--- src/rtl/wb_regfile_pkg.sv ---
// Pipeline-wide constants and types shared by pipeline buffers, hazard and forwarding logic.
package wb_regfile_pkg;
  localparam int DATA_W   = 32;
  localparam int ADDR_W   = 5;
  localparam int NREGS    = 2 ** ADDR_W;
  localparam int ZERO_REG = 0;

  typedef logic [ADDR_W-1:0] regidx_t;
  typedef logic [DATA_W-1:0] word_t;
endpackage

--- src/rtl/wb_regfile_array.sv ---
// Raw register storage: one write port, two unbypassed read ports, async clear.
// Latency: write visible one cycle after the edge; reads combinational; no backpressure.
module regfile_array #(
  parameter int DATA_W = 32,
  parameter int ADDR_W = 5
) (
  input  logic              clk,
  input  logic              rst,
  input  logic              we,
  input  logic [ADDR_W-1:0] waddr,
  input  logic [DATA_W-1:0] wdata,
  input  logic [ADDR_W-1:0] raddr1,
  input  logic [ADDR_W-1:0] raddr2,
  output logic [DATA_W-1:0] rdata1,
  output logic [DATA_W-1:0] rdata2
);
  localparam int NREGS = 2 ** ADDR_W;

  logic [DATA_W-1:0] mem [NREGS];

  always_ff @(posedge clk or posedge rst) begin
    if (rst) begin
      for (int i = 0; i < NREGS; i++) mem[i] <= '0;
    end else if (we) begin
      mem[waddr] <= wdata;
    end
  end

  assign rdata1 = mem[raddr1];
  assign rdata2 = mem[raddr2];
endmodule

--- src/rtl/wb_regfile.sv ---
// Write-back stage: selects load/ALU result, commits to the register file, bypasses to decode reads, counts commits.
// Latency: wbdata and reads combinational, commit on next edge; no backpressure (bubbles arrive as regwrite_in=0).
module wb_regfile
  import wb_regfile_pkg::*;
#(
  parameter int DATA_W = wb_regfile_pkg::DATA_W,
  parameter int ADDR_W = wb_regfile_pkg::ADDR_W,
  parameter int CNT_W  = 16
) (
  input  logic              clk,
  input  logic              reset,
  input  logic              regwrite_in,
  input  logic              memtoreg_in,
  input  logic [DATA_W-1:0] memres_in,
  input  logic [DATA_W-1:0] alures_in,
  input  logic [ADDR_W-1:0] writeregister_in,
  input  logic [ADDR_W-1:0] readreg1_in,
  input  logic [ADDR_W-1:0] readreg2_in,
  output logic [DATA_W-1:0] readdata1_out,
  output logic [DATA_W-1:0] readdata2_out,
  output logic [DATA_W-1:0] wbdata_out,
  output logic [CNT_W-1:0]  wbcount_out
);
  localparam logic [ADDR_W-1:0] ZERO_IDX = ADDR_W'(ZERO_REG);

  logic              we;
  logic [DATA_W-1:0] raw1;
  logic [DATA_W-1:0] raw2;
  logic [CNT_W-1:0]  count;

  assign wbdata_out = memtoreg_in ? memres_in : alures_in;
  // $0 is never stored, so masking here keeps both the array and the counter clean.
  assign we = regwrite_in && (writeregister_in != ZERO_IDX);

  regfile_array #(
    .DATA_W (DATA_W),
    .ADDR_W (ADDR_W)
  ) u_array (
    .clk    (clk),
    .rst    (reset),
    .we     (we),
    .waddr  (writeregister_in),
    .wdata  (wbdata_out),
    .raddr1 (readreg1_in),
    .raddr2 (readreg2_in),
    .rdata1 (raw1),
    .rdata2 (raw2)
  );

  always_comb begin
    readdata1_out = raw1;
    if (readreg1_in == ZERO_IDX)                      readdata1_out = '0;
    else if (we && writeregister_in == readreg1_in)   readdata1_out = wbdata_out;
  end

  always_comb begin
    readdata2_out = raw2;
    if (readreg2_in == ZERO_IDX)                      readdata2_out = '0;
    else if (we && writeregister_in == readreg2_in)   readdata2_out = wbdata_out;
  end

  always_ff @(posedge clk or posedge reset) begin
    if (reset)   count <= '0;
    else if (we) count <= count + 1'b1;
  end

  assign wbcount_out = count;
endmodule

--- config.mk ---
export PLATFORM = sky130hd
export DESIGN_NAME = wb_regfile
export DESIGN_NICKNAME = d
export VERILOG_FILES = /design/src/rtl/wb_regfile_pkg.sv /design/src/rtl/wb_regfile_array.sv /design/src/rtl/wb_regfile.sv
export SDC_FILE = /design/constraint.sdc
export NUM_CORES = 2
export LEC_CHECK = 0
export CORE_MARGIN = 5
export CORE_UTILIZATION = 50
export DETAILED_ROUTE_END_ITERATION = 8
export PLACE_DENSITY = 0.67
export SLEW_MARGIN = 30
export SYNTH_ARGS = -nofsm -noshare
export SYNTH_HDL_FRONTEND = slang
export SYNTH_SLANG_ARGS = --single-unit
export TNS_END_PERCENT = 50
--- constraint.sdc ---
create_clock -name clk -period 85.2 [get_ports clk]
set_input_delay 17.04 -clock clk [delete_from_list [all_inputs] [get_ports clk]]
set_output_delay 17.04 -clock clk [all_outputs]
set_load 0.005 [all_outputs]
==> qor.csv <==
stage;metric;value;unit
status;outcome;complete, no violations;
worst_setup_path;timing.critical_path.to_type;output pin;
floorplanning;core;0.107;mm^2
place;buffer_ports.inserted;194;
grt;antenna_violations_before_repair;4;
sta;final_min_period_over_clock_period;45.8;%
cts;clk_path_buf_depth;3;
place;pre_cts_ws;46.36;ns
final_layout;flow.area_growth_from_synthesis;12.8;%
worst_setup_path;critical_path_arrival;21.96;ns
sta;postLayoutSetupSlackWorst;46.20;ns
final_layout;finish.net_count;5038;
final_layout;layout-drive-gt1-share;16.3;%
job;drv_cap;0;
power;p_total;1.52;mW
worst_setup_path;worstPathMaxFanout;40;
final_layout;leading_cell_type_in_the_layout_fill_and_taps_excluded;dfrtp_1;
power;sw_frac_of_total;29.9;%
worst_setup_path;req_time_crit_path;68.16;ns
hold_path;instance_count_along_the_most_critical_hold_path;0;
grt;grt_first_pass_wirelength;289;mm
power;leakage;25.9;nW
drt;drt-pass1-iter-count;8;
grt;grt_usage;33.5;%
yosys;synthesis.area_per_instance;10.7;um^2
drt;detail_route.iter0.violations;6230;
cts;post_cts_hold_buffer_count;0;
drt;num_vias;43700;
sta;setup_viol_count_final;0;
drt;drt.antenna.violating_nets;0;
place;dp.final_hpwl;112;mm
yosys;netlist_top_cells_area;dfrtp_1 (48%), mux4_2 (16%), o21ai_0 (6.1%), mux2i_1 (5.4%), nand2_1 (4.5%);
sta;slew_viol_final;0;
sta;timing.fmax;25.6;MHz
worst_setup_path;timing.rr.end;wbcount_out[15];
worst_setup_path;timing.reg2reg.setup_slack;83.65;ns
floorplanning;ioPinCount;195;
cts;cts_inserted_buffers;108;
drt;avgViaCountPerCell;6.77;
final_layout;final_cell_mix;dfrtp_1 (1,040), o21ai_0 (662), nand2_1 (630);
hold_path;min_path_type;reg -> reg;
power;power.sequential.fraction;44.7;%
worst_setup_path;crit_path_start_kind;primary input;
power;pwr-share-comb;21.5;%
power;power_switching;454;uW
sta;worst_clock_skew;0.0111;ns
cts;cts_setup_buffers;0;
sta;post_route_minimum_period;39.00;ns
grt;global_route.overflow_total;0;
hold_path;hold_path_startpoint;u_array.mem[1006];
cts;cts_sinks;1040;
yosys;yosysSeqAreaShare;48.0;%
place;gp_routability_congestion;0.863;
drt;wl;197;mm
power;clock_power_share;33.7;%
yosys;ys.flop_type;dfrtp_1;
yosys;mappedNetlistArea;0.0542;mm^2
yosys;yosys.area.top_type_share;48.0;%
yosys;syn_inst;5056;
power;irDropWorstVdd;17.7;uV
cts;cts_tree;built;
sta;slew_headroom;27.4;%
floorplanning;design.die.area;0.115;mm^2
yosys;yosys.cell_types.count;65;
sta;finalHoldViolations;0;
sta;setup_total_negative_slack;0;ns
grt;maximum_number_of_pins_on_one_net_before_global_route_repair;176;
power;cellPowerDensity;24.8;mW/mm^2
worst_setup_path;r2r_start;wbcount_out[5];
drt;drt_drc_violations_left;0;
place;placedInstanceArea;0.0571;mm^2
yosys;synth-edff-count;0;
floorplanning;die_y;339;um
yosys;ys_seq_elements;1040;
yosys;syn-num-nets;5140;
yosys;yosysTopAreaCell;dfrtp_1;
cts;cts_resized;0;
yosys;number_of_warnings_reported_in_the_yosys_synthesis_log;0;
cts;clkTransAtPathRegs;0.06;ns
grt;grt_pass1_vias;42000;
sta;worst_slew_pin_slew;1.09;ns
final_layout;n_fill_cell;8876;
worst_setup_path;worst-setup-path-type;in -> out;
power;internal-power;1.06;mW
cts;clock_insertion_delay_worst_skew;0.70;ns
cts;clock_tree.htree_level_count;3;
cts;clk_root_buffer_cell;clkbuf_16;
final_layout;final_design_area_no_fill;0.0612;mm^2
hold_path;worst_case_hold_path_end_point;u_array.mem[1006];
floorplanning;floorplan.initialDensity;50.5;%
drt;wire_per_inst;30.5;um
sta;unrepaired_setup_endpoints_after_global_routing;no;
worst_setup_path;reg2reg_depth;5;
yosys;async_reset_ff_share;100;%
floorplanning;rows;120;
floorplanning;horizontal_die_dimension;339;um
==> synthesized netlist by cell type, types with 17 or more instances <==
cell / number
buf_2: 104
nand2b_1: 17
a22oi_1: 35
a211oi_1: 33
o21ai_0: 662
nor2b_1: 17
o211ai_1: 20
dfrtp_1: 1040
nand2_1: 643
o22ai_1: 98
o21a_1: 27
nor2_1: 428
a221oi_1: 73
a21oi_1: 443
nor3_1: 46
clkbuf_1: 359
a221o_1: 28
mux4_2: 388
buf_4: 42
mux2i_1: 291
buf_6: 27
inv_1: 40
==> power groups by stage <==
stage,clock (mW),combinational [mW],sequential (mW)
after floorplan,0,0.234,0.660
after global placement,0,0.312,0.677
after detailed placement,0,0.321,0.682
after CTS,0.515,0.323,0.675
after global routing,0.534,0.357,0.690
final,0.512,0.327,0.679
==> kinds of logic after synthesis <==
| family | synth area share (%) |
|---|---|
| AOI/OAI and AO/OA | 15.6 |
| and+or+nand+nor | 9.30 |
| DFF | 48.0 |
| muxes | 21.8 |
| buffers and inverters | 4.96 |
| xor gates and xnor gates | 0.404 |
| adders and majority gates | 0.0231 |
==> final cells by class <==
| cell class | instances | area (um^2) | share of cell area, % |
|---|---|---|---|
| clock buffer | 155 | 3150 | 5.15 |
| timing repair buffer | 332 | 3270 | 5.34 |
| multi-input combinational | 3430 | 26100 | 42.7 |
| tap | 1403 | 1760 | 2.87 |
| sequential | 1040 | 26000 | 42.5 |
| antenna | 4 | 10.0 | 0.0164 |
| clock inverter | 45 | 659 | 1.08 |
| inverter | 42 | 170 | 0.278 |
==> sequential cells by signal, indices dropped and copies added, names as in the netlist <==
| name | cells |
|---|---|
| wbcount_out | 16 |
| u_array.mem | 1024 |
==> through the flow <==
| stage | cells | util [%] | hold WS, ns |
|---|---|---|---|
| floorplan | 5056 | - | 0.441 |
| global placement | 6232 | 53.0 | 0.377 |
| detailed placement | 6240 | 53.2 | 0.384 |
| CTS | 6440 | 56.7 | 0.398 |
| global route | 6447 | 57.0 | 0.405 |
| finish | 6451 | 57.0 | 0.401 |
==> worst max-delay path, cell delays in order <==
cell and delay, ns:
clkbuf_8 0.33, buf_4 0.66, buf_4 0.79, buf_4 0.65
nand2_2 0.48, buf_4 0.41, o22ai_1 0.22, nor2_1 0.10
a22oi_1 0.14, o21ai_0 0.34, clkdlybuf4s50_1 0.58
==> metal layers <==
metal | vias up | wire [um] | part of all wire, % | global-route usage [%]
li1 | 18200 | - | - | -
met1 | 21900 | 74800 | 38 | 46.1
met2 | 2962 | 85100 | 43 | 48.9
met3 | 611 | 25400 | 13 | 10.0
met4 | 4 | 11500 | 5.8 | 16.9
met5 | - | 23 | 0.012 | 0
==> how the worst max path moves through the flow <==
stage	start	to	slack [ns]	cells past startpoint
floorplan	reset	u_array.mem[0]	38.89	1
global placement	readreg2_in[1]	readdata2_out[7]	46.39	10
detailed placement	readreg2_in[1]	readdata2_out[7]	46.36	10
CTS	readreg2_in[1]	readdata2_out[7]	46.34	10
global route	readreg2_in[1]	readdata2_out[24]	46.23	11
finish	readreg2_in[1]	readdata2_out[24]	46.20	11
Note: power is estimated with default switching activity, not from simulation.
